===== src/rtl/multicycle_ctrl_cz.sv =====
`default_nettype none
// ============================================================================
// Module      : multicycle_ctrl_cz
// Description : Multicycle controller for a 16-bit ADD/NDU/LW/SW/BEQ/JAL core
//               with carry/zero-conditioned ALU writeback and an optional
//               memory ready handshake.
// Revision    : 1.0 - initial release
// ============================================================================
module multicycle_ctrl_cz #(
    parameter bit         MEM_HS   = 1'b1,
    parameter logic [2:0] ALU_ADD  = 3'b000,
    parameter logic [2:0] ALU_SUB  = 3'b001,
    parameter logic [2:0] ALU_NAND = 3'b010
) (
    input  logic       clk,
    input  logic       reset,
    input  logic [3:0] op,
    input  logic [1:0] cz,
    input  logic       zero,
    input  logic       carry,
    input  logic       mem_ready,
    output logic       pcen,
    output logic       memwrite,
    output logic       irwrite,
    output logic       regwrite,
    output logic       alusrca,
    output logic       iord,
    output logic       regdst,
    output logic [1:0] memtoreg,
    output logic [1:0] alusrcb,
    output logic [1:0] pcsrc,
    output logic [2:0] alucontrol,
    output logic       c_flag,
    output logic       z_flag,
    output logic [3:0] state
);

    localparam logic [3:0] S_FETCH  = 4'd0;
    localparam logic [3:0] S_DECODE = 4'd1;
    localparam logic [3:0] S_MEMADR = 4'd2;
    localparam logic [3:0] S_MEMRD  = 4'd3;
    localparam logic [3:0] S_MEMWB  = 4'd4;
    localparam logic [3:0] S_MEMWR  = 4'd5;
    localparam logic [3:0] S_EXEC   = 4'd6;
    localparam logic [3:0] S_ALUWB  = 4'd7;
    localparam logic [3:0] S_BRANCH = 4'd8;
    localparam logic [3:0] S_JAL    = 4'd9;

    localparam logic [3:0] OP_ADD = 4'b0000;
    localparam logic [3:0] OP_NDU = 4'b0010;
    localparam logic [3:0] OP_LW  = 4'b0100;
    localparam logic [3:0] OP_SW  = 4'b0101;
    localparam logic [3:0] OP_BEQ = 4'b0110;
    localparam logic [3:0] OP_JAL = 4'b0111;

    logic       rdy;
    logic       wcond;
    logic       pend_c;
    logic       pend_z;
    logic [3:0] next_state;

    // Without the handshake every memory access completes in one cycle
    assign rdy = MEM_HS ? mem_ready : 1'b1;

    // Write condition uses the flags as they stood before this instruction
    always_comb begin
        wcond = 1'b0;
        case (cz)
            2'b00:   wcond = 1'b1;
            2'b10:   wcond = c_flag;
            2'b01:   wcond = z_flag;
            default: wcond = 1'b0;
        endcase
    end

    // Next-state selection
    always_comb begin
        next_state = S_FETCH;
        case (state)
            S_FETCH:  next_state = rdy ? S_DECODE : S_FETCH;
            S_DECODE: begin
                case (op)
                    OP_LW, OP_SW:   next_state = S_MEMADR;
                    OP_ADD, OP_NDU: next_state = S_EXEC;
                    OP_BEQ:         next_state = S_BRANCH;
                    OP_JAL:         next_state = S_JAL;
                    default:        next_state = S_FETCH;
                endcase
            end
            S_MEMADR: next_state = (op == OP_LW) ? S_MEMRD : S_MEMWR;
            S_MEMRD:  next_state = rdy ? S_MEMWB : S_MEMRD;
            S_MEMWB:  next_state = S_FETCH;
            S_MEMWR:  next_state = rdy ? S_FETCH : S_MEMWR;
            S_EXEC:   next_state = S_ALUWB;
            default:  next_state = S_FETCH;
        endcase
    end

    // Moore control decode; strobes are suppressed while reset is held
    always_comb begin
        pcen       = 1'b0;
        memwrite   = 1'b0;
        irwrite    = 1'b0;
        regwrite   = 1'b0;
        alusrca    = 1'b0;
        iord       = 1'b0;
        regdst     = 1'b0;
        memtoreg   = 2'b00;
        alusrcb    = 2'b00;
        pcsrc      = 2'b00;
        alucontrol = 3'b000;
        case (state)
            S_FETCH: begin
                alusrcb    = 2'b01;
                alucontrol = ALU_ADD;
                irwrite    = rdy;
                pcen       = rdy;
            end
            S_DECODE: begin
                alusrcb    = 2'b11;
                alucontrol = ALU_ADD;
            end
            S_MEMADR: begin
                alusrca    = 1'b1;
                alusrcb    = 2'b10;
                alucontrol = ALU_ADD;
            end
            S_MEMRD: iord = 1'b1;
            S_MEMWB: begin
                memtoreg = 2'b01;
                regwrite = 1'b1;
            end
            S_MEMWR: begin
                iord     = 1'b1;
                memwrite = 1'b1;
            end
            S_EXEC: begin
                alusrca    = 1'b1;
                alucontrol = (op == OP_NDU) ? ALU_NAND : ALU_ADD;
            end
            S_ALUWB: begin
                regdst   = 1'b1;
                regwrite = wcond;
            end
            S_BRANCH: begin
                alusrca    = 1'b1;
                alucontrol = ALU_SUB;
                pcsrc      = 2'b01;
                pcen       = zero;
            end
            S_JAL: begin
                pcsrc    = 2'b10;
                pcen     = 1'b1;
                memtoreg = 2'b10;
                regwrite = 1'b1;
            end
            default: ;
        endcase
        if (reset) begin
            pcen     = 1'b0;
            irwrite  = 1'b0;
            memwrite = 1'b0;
            regwrite = 1'b0;
        end
    end

    // State, pending ALU flags and architectural flag registers
    always_ff @(posedge clk) begin
        if (reset) begin
            state  <= S_FETCH;
            c_flag <= 1'b0;
            z_flag <= 1'b0;
            pend_c <= 1'b0;
            pend_z <= 1'b0;
        end else begin
            state <= next_state;
            if (state == S_EXEC) begin
                pend_c <= carry;
                pend_z <= zero;
            end
            if (state == S_ALUWB && wcond) begin
                if (op == OP_ADD) begin
                    c_flag <= pend_c;
                    z_flag <= pend_z;
                end else if (op == OP_NDU) begin
                    z_flag <= pend_z;
                end
            end
        end
    end

endmodule
`default_nettype wire


===== config.mk =====
export PLATFORM = sky130hd
export DESIGN_NAME = multicycle_ctrl_cz
export DESIGN_NICKNAME = d
export VERILOG_FILES = /design/src/rtl/multicycle_ctrl_cz.sv
export SDC_FILE = /design/constraint.sdc
export NUM_CORES = 1
export LEC_CHECK = 0
export ABC_AREA = 1
export ABC_CLOCK_PERIOD_IN_PS = 2200
export CAP_MARGIN = 30
export CORE_MARGIN = 3
export CORE_UTILIZATION = 35
export DETAILED_ROUTE_END_ITERATION = 6
export PLACE_DENSITY = 0.83
export SYNTH_ARGS = -nofsm -noshare
export SYNTH_HDL_FRONTEND = slang
export SYNTH_SLANG_ARGS = --single-unit

===== constraint.sdc =====
create_clock -name clk -period 2.2 [get_ports clk]
set_input_delay 0.22 -clock clk [delete_from_list [all_inputs] [get_ports clk]]
set_output_delay 0.22 -clock clk [all_outputs]
set_load 0.005 [all_outputs]

==> results of run 1 <==
-- cell usage after synthesis --
cell | number | share of area (%)
nor2_4 | 1 | 1.8
nor2_2 | 2 | 2.1
o21ai_0 | 3 | 2.5
nor3_1 | 6 | 4.9
inv_1 | 24 | 15
nand3_1 | 8 | 6.6
dfxtp_1 | 8 | 26
conb_1 | 1 | 0.62
nand2_1 | 30 | 18
buf_4 | 1 | 1.2
buf_1 | 1 | 0.62
a21oi_1 | 8 | 6.6
nor2_1 | 22 | 14
-- per-layer routing --
layer  routed length [µm]  global-route usage [%]  up-vias
met3                  100                    3.76        2
met4                   17                    6.99        0
met5                    0                       0        -
met1                  709                    16.7      312
met2                  778                    26.6       30
li1                     -                       -      412
-- area by class of cell --
class / count / area [µm²]
fill: 158 / 608
tap: 16 / 20.0
sequential: 8 / 163
clock buffer: 3 / 22.5
inverter: 24 / 90.1
timing repair buffer: 31 / 310
multi-input combinational: 81 / 363
-- report_power, final --
part	total (W)	switching [W]	internal, W
Clock	0.000111	0.0000484	0.0000623
Sequential	0.000151	0.00000311	0.000148
Combinational	0.0000854	0.0000415	0.0000440
-- final timing paths --
| kind | startpoint | to | slack, ns |
|---|---|---|---|
| min | pend_c | pend_c | 0.45 |
| min reg2reg | pend_c | pend_c | 0.45 |
| max reg2reg | state[2] | c_flag | 0.96 |
| max | state[2] | regwrite | 0.08 |
-- state kept, by name, indices dropped and copies added (netlist names) --
signal and flops:
c_flag 1, pend_c 1, z_flag 1, state 4, pend_z 1
-- metrics by stage --
stage	TNS [ns]	hold WS (ns)	utilization [%]	std cells
floorplan	0	0.345	-	115
global placement	0	0.446	58.9	160
detailed placement	0	0.451	58.9	160
CTS	0	0.458	60.3	163
global route	-0.0482	0.474	61.4	163
finish	0	0.455	61.4	163
-- cell families (layout without fill, tap and decap cells) --
logic type             after synthesis  in the layout  synth area share [%]
flip-flops                           8              8                  26.3
buffers and inverters               26             58                  16.6
other                                1              1                 0.615
AND/OR/NAND/NOR                     69             69                  47.4
AO/OA/AOI/OAI                       11             11                  9.03
-- worst reg2reg max path, cell delays in order (launching register included) --
cell,delay (ns)
dfxtp_2,0.39
inv_1,0.11
nor2_4,0.14
nand3_1,0.14
nor2_4,0.16
nand3_1,0.09
nand2_1,0.07
nor2_1,0.04
==> impl_metrics.toml, run 1 <==
[critical_path]
critPathKind = "flip-flop to output pin"
cpPeakStageDelay_ns = 0.51
crit_fanout = 7
critPathArrivalTime_ns = 1.90
crit_chain = "inv_1 -> nor2_4 -> nand3_1 -> nor2_4 -> inv_1 -> a21oi_1 -> clkdlybuf4s50_1"
slowest_stage = "clkdlybuf4s50_1"
crit_family = "buffers and inverters"
cp-start-kind = "flip-flop"
path_depth = 7
rr_worst_depth = 7
critPathBufInv = 3
endpoint_kind = "output pin"
worst_ep_required_time_ns = 1.98

[timing]
rsz0062_at_grt = "true"
period_share_pct = 96.3
max_freq_mhz = 472
slew_violations = 0
fin_crit_ns = 2.12
fin_ws_ns = 0.0807
setup_viol = 0
finalClockSkew_ns = 0.00523
hold_viol = 0

[clocking]
cts_setup_buffers = 0
hold_buffers = 0
root_buffer = "clkbuf_4"
h-tree-depth = 1
clk_path_buf_depth = 2
cts_resized = 0
clkSinkCount = 8
insertion_delay_ns = 0.26
path_clk_slew_ns = 0.05
numCtsBuffers = 3
cts_tree = "done"

[place]
place_ws_ns = 0.232
placed_cell_area_um2 = 928
place_congestion = 0.880
dp_hpwl_um = 1350
numPortBuffers = 31

[grt]
antenna_found_initial = 0
grt_pass1_wl_um = 2440
grt_overflow_total = 0
grt_max_degree = 10
grt.total_usage_pct = 15.1
grt_pass1_vias = 637

[detailed_routing]
drcViolationCount = 0
wl_um = 1610
wl_per_cell_um = 9.85
postRouteAntennaNets = 0
drt_iter0_markers = 11
via_per_inst = 4.64
firstDrtPassIters = 4
vias = 756

[synth]
postSynthCellCount = 115
ys_warn_count = 0
syn_area_um2 = 609
syn_avg_cell_area_um2 = 5.30
synth_nets = 126
ys_seq_elements = 8
yosysUniqueCellTypes = 13
ys_seq_area_share_pct = 26.3

[pwr]
finalPower_w = 0.000347
ir_drop_mv = 0.279
p_leak_nw = 0.448
p_per_area_nw_per_um2 = 359

[finish]
final_common_cell = "clkdlybuf4s50_1"
design_area_um2 = 968
drive_above_1_share_pct = 6.80
area_delta_synth_final_pct = 58.9
antennaDiodeCount = 0
layout_common_cells = "31 x clkdlybuf4s50_1, 30 x nand2_1, 24 x inv_1"
nets = 160

[hold_path]
min_delay_path_depth = 2
worst_hold_path_type = "flip-flop to flip-flop"

[floorplanning]
coreArea_um2 = 1580
num_io_pins = 33
row_count = 14
start_util_pct = 38.7
dieArea_um2 = 2280
chipHeight_um = 47.7
die_w_um = 47.7

[run]
maxCapViolations = 0

[outcome]
outcome = "completed"
(Power assumes the default switching activity.)
==> inputs of run 2 (changes only) <==
--- a/config.mk
+++ b/config.mk
@@ -12,6 +12,7 @@
 export CORE_UTILIZATION = 35
 export DETAILED_ROUTE_END_ITERATION = 6
 export PLACE_DENSITY = 0.83
+export SLEW_MARGIN = 5
 export SYNTH_ARGS = -nofsm -noshare
 export SYNTH_HDL_FRONTEND = slang
 export SYNTH_SLANG_ARGS = --single-unit
==> results of run 2 <==
The final DEF is identical to that of run 1; final timing and power are the same.
